===== src/rtl/beam_weight_sequencer.sv =====
// beam_weight_sequencer: table-driven cos/sin weight generator for two beams,
// each sweeping its own index range and updating only on sample strobes.
module beam_weight_sequencer #(
    parameter int DEPTH   = 16,
    parameter int IDX_W   = 4,
    parameter int DWELL_W = 16
) (
    input  logic                i_clk,
    input  logic                i_rst_n,
    input  logic                i_tbl_wr_en,
    input  logic [IDX_W-1:0]    i_tbl_wr_addr,
    input  logic signed [4:0]   i_tbl_wr_cos,
    input  logic signed [4:0]   i_tbl_wr_sin,
    input  logic                i_cfg_valid,
    output logic                o_cfg_ready,
    input  logic                i_cfg_beam,
    input  logic [IDX_W-1:0]    i_cfg_start,
    input  logic [IDX_W-1:0]    i_cfg_end,
    input  logic [DWELL_W-1:0]  i_cfg_dwell,
    input  logic                i_cfg_sweep,
    input  logic                i_enable,
    input  logic                i_sample_strobe,
    output logic signed [4:0]   o_w_cos_1,
    output logic signed [4:0]   o_w_sin_1,
    output logic signed [4:0]   o_w_cos_2,
    output logic signed [4:0]   o_w_sin_2,
    output logic [IDX_W-1:0]    o_idx_1,
    output logic [IDX_W-1:0]    o_idx_2,
    output logic                o_wrap_1,
    output logic                o_wrap_2
);
    logic signed [4:0]  r_cos [DEPTH];
    logic signed [4:0]  r_sin [DEPTH];
    logic               r_pend, r_sh_beam, r_sh_sweep;
    logic [IDX_W-1:0]   r_sh_start, r_sh_end;
    logic [DWELL_W-1:0] r_sh_dwell;
    logic [IDX_W-1:0]   r_idx [2];
    logic [IDX_W-1:0]   r_start [2];
    logic [IDX_W-1:0]   r_end [2];
    logic [DWELL_W-1:0] r_cnt [2];
    logic [DWELL_W-1:0] r_dwell [2];
    logic               r_sweep [2];
    logic               r_wrap [2];
    logic signed [4:0]  r_wc [2];
    logic signed [4:0]  r_ws [2];
    logic               w_accept;
    logic               w_apply [2];
    logic               w_step [2];
    logic               w_adv [2];
    logic               w_wrap [2];
    logic [IDX_W-1:0]   w_idx_nxt [2];
    logic [DWELL_W-1:0] w_cnt_nxt [2];

    // A config pending before this edge is applied; one accepted on this edge waits for the next strobe.
    always_comb begin
        w_accept = i_cfg_valid & ~r_pend;
        for (int b = 0; b < 2; b++) begin
            w_apply[b]   = i_sample_strobe & r_pend & (r_sh_beam == 1'(b));
            w_step[b]    = i_sample_strobe & i_enable & r_sweep[b] & ~w_apply[b];
            w_adv[b]     = w_step[b] & (r_cnt[b] == r_dwell[b]);
            w_wrap[b]    = w_adv[b] & (r_idx[b] == r_end[b]);
            w_idx_nxt[b] = w_apply[b] ? r_sh_start :
                           w_wrap[b]  ? r_start[b] :
                           w_adv[b]   ? ((r_idx[b] == IDX_W'(DEPTH - 1)) ? '0 : r_idx[b] + 1'b1) :
                                        r_idx[b];
            w_cnt_nxt[b] = (w_apply[b] | w_adv[b]) ? '0 :
                           w_step[b]               ? r_cnt[b] + 1'b1 :
                                                     r_cnt[b];
        end
    end

    always_ff @(posedge i_clk or negedge i_rst_n) begin
        if (!i_rst_n) begin
            for (int i = 0; i < DEPTH; i++) begin
                r_cos[i] <= '0;
                r_sin[i] <= '0;
            end
            r_pend     <= 1'b0;
            r_sh_beam  <= 1'b0;
            r_sh_sweep <= 1'b0;
            r_sh_start <= '0;
            r_sh_end   <= '0;
            r_sh_dwell <= '0;
            for (int b = 0; b < 2; b++) begin
                r_idx[b]   <= '0;
                r_start[b] <= '0;
                r_end[b]   <= '0;
                r_cnt[b]   <= '0;
                r_dwell[b] <= '0;
                r_sweep[b] <= 1'b0;
                r_wrap[b]  <= 1'b0;
                r_wc[b]    <= '0;
                r_ws[b]    <= '0;
            end
        end else begin
            if (i_tbl_wr_en) begin
                r_cos[i_tbl_wr_addr] <= i_tbl_wr_cos;
                r_sin[i_tbl_wr_addr] <= i_tbl_wr_sin;
            end
            if (w_accept) begin
                r_pend     <= 1'b1;
                r_sh_beam  <= i_cfg_beam;
                r_sh_start <= i_cfg_start;
                r_sh_end   <= i_cfg_end;
                r_sh_dwell <= i_cfg_dwell;
                r_sh_sweep <= i_cfg_sweep;
            end else if (i_sample_strobe) begin
                r_pend <= 1'b0;
            end
            for (int b = 0; b < 2; b++) begin
                r_idx[b]  <= w_idx_nxt[b];
                r_cnt[b]  <= w_cnt_nxt[b];
                r_wrap[b] <= w_wrap[b];
                if (w_apply[b]) begin
                    r_start[b] <= r_sh_start;
                    r_end[b]   <= r_sh_end;
                    r_dwell[b] <= r_sh_dwell;
                    r_sweep[b] <= r_sh_sweep;
                end
                // Table read sees pre-write contents, so a same-cycle write shows up one strobe later.
                if (i_sample_strobe) begin
                    r_wc[b] <= r_cos[w_idx_nxt[b]];
                    r_ws[b] <= r_sin[w_idx_nxt[b]];
                end
            end
        end
    end

    assign o_cfg_ready = ~r_pend;
    assign o_w_cos_1   = r_wc[0];
    assign o_w_sin_1   = r_ws[0];
    assign o_w_cos_2   = r_wc[1];
    assign o_w_sin_2   = r_ws[1];
    assign o_idx_1     = r_idx[0];
    assign o_idx_2     = r_idx[1];
    assign o_wrap_1    = r_wrap[0];
    assign o_wrap_2    = r_wrap[1];
endmodule


===== config.mk =====
export PLATFORM = sky130hd
export DESIGN_NAME = beam_weight_sequencer
export DESIGN_NICKNAME = d
export VERILOG_FILES = /design/src/rtl/beam_weight_sequencer.sv
export SDC_FILE = /design/constraint.sdc
export NUM_CORES = 1
export LEC_CHECK = 0
export CAP_MARGIN = 20
export CORE_MARGIN = 1
export CORE_UTILIZATION = 60
export DETAILED_ROUTE_END_ITERATION = 16
export GPL_TIMING_DRIVEN = 0
export HOLD_SLACK_MARGIN = 0.08
export PLACE_DENSITY = 0.8
export RECOVER_POWER = 100
export REMOVE_ABC_BUFFERS = 1
export SETUP_SLACK_MARGIN = 0.4
export SLEW_MARGIN = 10
export SYNTH_ARGS = -nofsm -noshare
export SYNTH_HDL_FRONTEND = slang
export SYNTH_SLANG_ARGS = --single-unit

===== constraint.sdc =====
create_clock -name i_clk -period 5.17 [get_ports i_clk]
set_input_delay 1.034 -clock i_clk [delete_from_list [all_inputs] [get_ports i_clk]]
set_output_delay 1.034 -clock i_clk [all_outputs]
set_load 0.005 [all_outputs]

# [Word-level counts from Yosys, hierarchy flattened]
# Index checks and enable logic that the tools add are counted.
[totals] ff_bits=299 in_bits=46 output_inout_bits=31
[classes] n_addsub=4 n_lt_le_gt_ge=4 n_eq_ne=6 muxes=30 bitwise=22 reduce_logical=4
[op_table] op="80-bit bitwise mux" n=2
[op_table] op="5-bit binary-select mux with 4-bit select" n=4
[op_table] op="16-bit two-way mux" n=4
[op_table] op="5-bit two-way mux" n=9
[op_table] op="16-bit by 1-bit adder with 16-bit output (second input constant)" n=2
[op_table] op="16-bit equality test" n=2
[op_table] op="4-bit two-way mux" n=8
[op_table] op="5-bit demux with 4-bit select" n=1
[op_table] op="5-bit greater-or-equal comparator (second input constant)" n=3
[op_table] op="4-bit NOT with 5-bit output" n=3
[op_table] op="1-bit AND" n=13
[op_table] op="4-bit by 1-bit adder with 4-bit output (second input constant)" n=2
[op_table] op="4-bit equality test" n=2
[op_table] op="4-bit equality test (second input constant)" n=2
[op_table] op="2-bit nonzero test" n=3
[op_table] op="5-bit by 1-bit less-than comparator with 1-bit output (second input constant)" n=1
[op_table] op="1-bit NOT" n=4
[op_table] op="1-bit two-way mux" n=2
[op_table] op="1-bit bitwise OR" n=2
[op_table] op="1-bit logical AND" n=1

# [Depth between registers and ports, before layout]
[depth] depth_word=12 ltp_mapped=14 ltp_nobuf=11

# [Least setup slack after synthesis]
# No wires, ideal clock.
[synth_timing] kind="input to register" startpoint="input i_sample_strobe" endpoint="register r_wc (netlist bit o_w_cos_2[3])" setup_ps=135 arrival_ps=3104 required_time_ps=5035 setup_slack_ps=1932 cell_stages=12 path_cell_list="buf_4 nand3_1 a21oi_4 nand4b_1 or3_1 nand4_1 buf_4 buf_4 mux2i_1 mux2i_1 o211ai_1 o211ai_1"
[synth_between] elab_chain_cells=12
[synth_lines] item="start: declaration" line_no="22" source="input logic i_sample_strobe,"
[synth_lines] item="1-bit AND (2 in series)" line_no="58" source="w_apply[b] = i_sample_strobe & r_pend & (r_sh_beam == 1'(b));"
[synth_lines] item="1-bit NOT" line_no="59" source="w_step[b] = i_sample_strobe & i_enable & r_sweep[b] & ~w_apply[b];"
[synth_lines] item="1-bit AND" line_no="59"
[synth_lines] item="1-bit AND" line_no="60" source="w_adv[b] = w_step[b] & (r_cnt[b] == r_dwell[b]);"
[synth_lines] item="4-bit two-way mux / 1-bit AND (equally long branches)" line_no="64, 61"
[synth_lines] item="4-bit two-way mux" line_no="63" source="w_wrap[b] ? r_start[b] :"
[synth_lines] item="4-bit two-way mux" line_no="62" source="w_idx_nxt[b] = w_apply[b] ? r_sh_start :"
[synth_lines] item="4-bit NOT with 5-bit output (implied by the code)" line_no="122" source="r_wc[b] <= r_cos[w_idx_nxt[b]];"
[synth_lines] item="5-bit binary-select mux with 4-bit select" line_no="122"
[synth_lines] item="5-bit two-way mux (implied by the code) (2 in series)" line_no="122"
[synth_lines] item="end signal: indexed assignment" line_no="122"
[synth_lines] item="end: declaration" line_no="44" source="logic signed [4:0] r_wc [2];"
# Parallel ways exist; a longest one is shown, timed or not. The select of a mux whose other input is x is not followed.
# A chain may end at the register's enable or synchronous reset.

# [Worst setup path after layout]
[layout_timing] startpoint="input i_enable" endpoint="register r_wc (netlist bit o_w_cos_2[2])"
[layout_between] elab_chain_cells=11
[layout_lines] item="start: declaration" line_no="21" source="input logic i_enable,"
[layout_lines] item="1-bit AND * (3 in series)" line_no="59"
[layout_lines] item="1-bit AND *" line_no="60"
[layout_lines] item="4-bit two-way mux / 1-bit AND (equally long branches)" line_no="64, 61"
[layout_lines] item="4-bit two-way mux *" line_no="63"
[layout_lines] item="4-bit two-way mux *" line_no="62"
[layout_lines] item="4-bit NOT with 5-bit output (implied by the code) *" line_no="122"
[layout_lines] item="5-bit binary-select mux with 4-bit select *" line_no="122"
[layout_lines] item="5-bit two-way mux (implied by the code) * (2 in series)" line_no="122"
# Mark *: on every way between the ends. The rest lies on a longest branch, timed or not. The select of a mux whose other input is x is not followed.

==> impl_metrics.csv <==
group,metric,value,unit
run_status,status,"finished, violations left",
finish,design_area,17520,um^2
logic_synthesis,syn_area_per_cell,10.89,um^2
sta,final_hold_viol_count,0,
placed_design,dp.cells,1750,
sta,drv_slew,120,
sta,tightest_slew,3444,ps
die,die_width,161.5,um
pwr,switching_share,34.46,%
run,drv_cap,6,
sta,setup_ws,510.1,ps
pwr,combinationalPowerShare,30.9,%
worst_setup_path,crit_fanout,18,
detailed_routing,drc_errors,0,
worst_setup_path,worstReg2RegStart,"r_pend",
cts,clk_latency,520,ps
worst_hold_path,worstHoldStart,"r_sweep[0]",
run_status,violations,"max-capacitance violations, max-slew violations",
worst_setup_path,crit_path_end_kind,"flop",
logic_synthesis,synth_edf_count,0,
placed_design,place_area,16450,um^2
finish,antennaDiodeCount,0,
detailed_routing,wire_per_inst,22.55,um
sta,rsz0062_at_grt,"no",
pwr,p_switching,2999,uW
worst_setup_path,r2r_end,"o_w_cos_1[3]",
worst_hold_path,holdPathEnd,"r_sweep[0]",
logic_synthesis,yosysSeqAreaShare,49.02,%
detailed_routing,routed_via_density,6.396,
sta,relSlewSlack,-129.6,%
sta,fin_skew,23.79,ps
worst_setup_path,reg2reg_depth,11,
placed_design,post-place-ws,-563.0,ps
worst_setup_path,criticalPathCategory,"primary input to flop",
sta,fin_tns_setup,0,ps
placed_design,io_buffers,76,
global_routing,grt_pass1_vias,11850,
logic_synthesis,syn_area,15260,um^2
pwr,p_seq_share,40.8,%
worst_setup_path,required,5530,ps
global_routing,grt_pass1_wl,64.29,mm
die,die-area,26080,um^2
die,io_pins,77,
worst_setup_path,ff2ff_setup_slack,980,ps
pwr,powerDensity,496.8,nW/um^2
logic_synthesis,yosys_warnings,0,
sta,period_needed,4660,ps
worst_setup_path,crit_start,"i_enable",
cts,clockRootBuffer,"clkbuf_16",
logic_synthesis,synthCells,1402,
finish,syn2layout_area_growth,14.76,%
finish,utilization,69.97,%
placed_design,dpl.hpwl,25.80,mm
die,die_h,161.5,um
global_routing,grt_antenna_before_repair,0,
worst_setup_path,critPathLaunchType,"primary input",
die,start_util,60.97,%
logic_synthesis,synth_cell_types,64,
sta,max_freq,214.6,MHz
cts,h-tree-depth,2,
sta,setup_viol,0,
logic_synthesis,synth_seq_cells,299,
detailed_routing,routed_wl,40.91,mm
cts,path_clk_slew,60,ps
global_routing,grt-ovfl-total,0,
finish,drive_above_1_share,19.00,%
pwr,p_int,5705,uW
cts,clkSinkCount,299,
die,placementRows,58,
worst_setup_path,cp_common_cell,"o221ai_1",
worst_setup_path,cp_data_arrival_time,5020,ps
detailed_routing,vias,11600,
pwr,peakVddDrop,0.3387,mV
pwr,pwr-share-clk,28.2,%
worst_setup_path,slowest_stage,"o221ai_1",
cts,cts_tree,"done",
global_routing,grtUsageTotal,32.23,%
worst_hold_path,hold_path_depth,2,
cts,clock_path_buffers,3,
logic_synthesis,async_reset_ff_share,100.0,%
finish,nNetsFinal,1510,
worst_hold_path,hp-class,"flop to flop",
detailed_routing,first_pass_iters,5,
pwr,leakage,0.008189,uW
cts,cts_inserted_buffers,34,
detailed_routing,drt_iter0_markers,1123,
worst_setup_path,max_stage_delay,840,ps
finish,fin_cells,1814,
sta,period_share,90.13,%
global_routing,grt_max_degree,94,
die,core,25040,um^2
logic_synthesis,synth_ff_type,"dfrtp_1",
placed_design,globalplace.congestion,0.8448,
worst_setup_path,crit_chain,"dlygate4sd3_1, nand3_1, a21oi_4, nand4b_1, or2_0, o221ai_1, buf_6, and2_2, a21oi_1, o211ai_1, o221ai_1",
detailed_routing,antenna_left,0,
synthesized netlist by cell type (all sizes together), types with 2 or more instances:
cell type | count | area share [%]
a21o | 3 | 0.15
a21oi | 31 | 1.1
a221oi | 27 | 1.6
a22o | 2 | 0.11
a311oi | 3 | 0.21
a31oi | 13 | 0.53
a32oi | 20 | 1.1
and2 | 5 | 0.20
and3 | 7 | 0.29
and4 | 3 | 0.17
buf | 39 | 1.8
clkbuf | 43 | 1.1
dfrtp | 299 | 49
ha | 4 | 0.33
inv | 12 | 0.30
mux2 | 186 | 14
mux2i | 135 | 8.9
nand2 | 288 | 7.1
nand2b | 3 | 0.12
nand3 | 48 | 1.6
nand3b | 6 | 0.30
nand4 | 13 | 0.53
nand4b | 3 | 0.17
nor2 | 53 | 1.4
nor2b | 3 | 0.12
nor3 | 3 | 0.13
nor3b | 2 | 0.098
nor4 | 16 | 0.74
o2111ai | 8 | 0.46
o211ai | 5 | 0.25
o21ai | 17 | 0.56
o221ai | 2 | 0.16
o2bb2ai | 9 | 0.52
o31a | 3 | 0.17
o31ai | 2 | 0.098
or2 | 2 | 0.082
or3 | 10 | 0.41
xnor2 | 26 | 1.5
xor2 | 40 | 2.4
per-layer routing:
| layer | routed length, um | GRT usage [%] | up-vias |
|---|---|---|---|
| met5 | 0 | 0 | - |
| li1 | - | - | 5120 |
| met4 | 1912 | 16.60 | 0 |
| met1 | 16350 | 41.03 | 5866 |
| met2 | 19690 | 53.33 | 473 |
| met3 | 2965 | 5.265 | 143 |
kinds of logic (layout without fill, tap and decap cells):
kind of cell / count (synthesis) / in the layout / synth area share (%)
AO/OA/AOI/OAI: 151 / 151 / 7.418
XOR/XNOR: 66 / 66 / 3.934
adder cells (fa/ha/maj): 4 / 4 / 0.3279
buffers and inverters: 94 / 176 / 3.172
flip-flops: 299 / 299 / 49.02
multiplexers: 321 / 321 / 22.57
AND/OR/NAND/NOR: 467 / 467 / 13.56
metrics by stage:
| stage | hold slack (ps) | power, uW |
|---|---|---|
| floorplan | 443.6 | 5143 |
| global placement | 457.5 | 6041 |
| detailed placement | 462.3 | 6249 |
| CTS | 470.7 | 8764 |
| global route | 498.5 | 9128 |
| finish | 475.3 | 8704 |
area by class of cell:
cell class,count,area [um^2]
fill,1801,7518
sequential,299,7482
clock inverter,11,136.4
multi-input combinational,1009,7305
timing repair buffer,104,1124
clock buffer,49,1008
inverter,12,50.05
tap,330,412.9
power by group through the flow:
stage	Combinational (uW)	Clock, uW	Sequential [uW]
6_report	2690	2460	3550
5_1_grt	2910	2580	3630
4_1_cts	2720	2490	3550
3_5_place_dp	2670	0	3570
3_3_place_gp	2500	0	3540
2_1_floorplan	1730	0	3410
placed cells by master (no fill, tap or decap), drive strengths merged, types with 8 or more instances in the layout:
master	instances
o2bb2ai	9
mux2	186
a221oi	27
nand3	48
buf	24
clkbuf	55
or3	10
nor4	16
xnor2	26
nand2	288
o2111ai	8
o21ai	17
clkdlybuf4s50	39
a31oi	13
mux2i	135
a32oi	20
inv	13
dlygate4sd3	35
xor2	40
a21oi	31
nand4	13
dfrtp	299
nor2	53
repair_timing:
item                                    in CTS  in global routing
buffers inserted                             3                  0
cloned                                       0                  0
gates resized for setup                      4                  2
endpoints found under the setup margin      19                 13
pin swaps                                    2                  1
hold buffers                                 0                  0
sequential cells by signal, summed over array words and instances, names as in the netlist, 2 cells and up:
register and cells:
r_cnt 32, r_start 8, r_cos 80, r_end 8
o_w_cos_2 5, o_idx_1 4, o_w_cos_1 5, o_w_sin_1 5
r_sh_start 4, r_sweep 2, o_idx_2 4, o_w_sin_2 5
r_dwell 32, r_sh_end 4, r_sin 80, r_sh_dwell 16
worst max-delay path: cells and delay by family:
| kind | cells | cell delay, ps |
|---|---|---|
| buf+inv | 2 | 880 |
| compound gates | 5 | 1640 |
| simple gates | 4 | 1460 |
how the worst max path moves through the flow:
| stage | endpoint | slack (ps) | depth (start not counted) |
|---|---|---|---|
| CTS | o_w_sin_2[2] | 520 | 14 |
| finish | o_w_cos_2[2] | 510 | 11 |
| floorplan | o_w_cos_2[2] | -1370 | 7 |
| global route | o_w_cos_1[3] | 340 | 11 |
| global placement | r_sin[20] | -9530 | 1 |
| detailed placement | o_w_cos_2[2] | -560 | 11 |
Note: power is estimated with default switching activity, not from simulation.
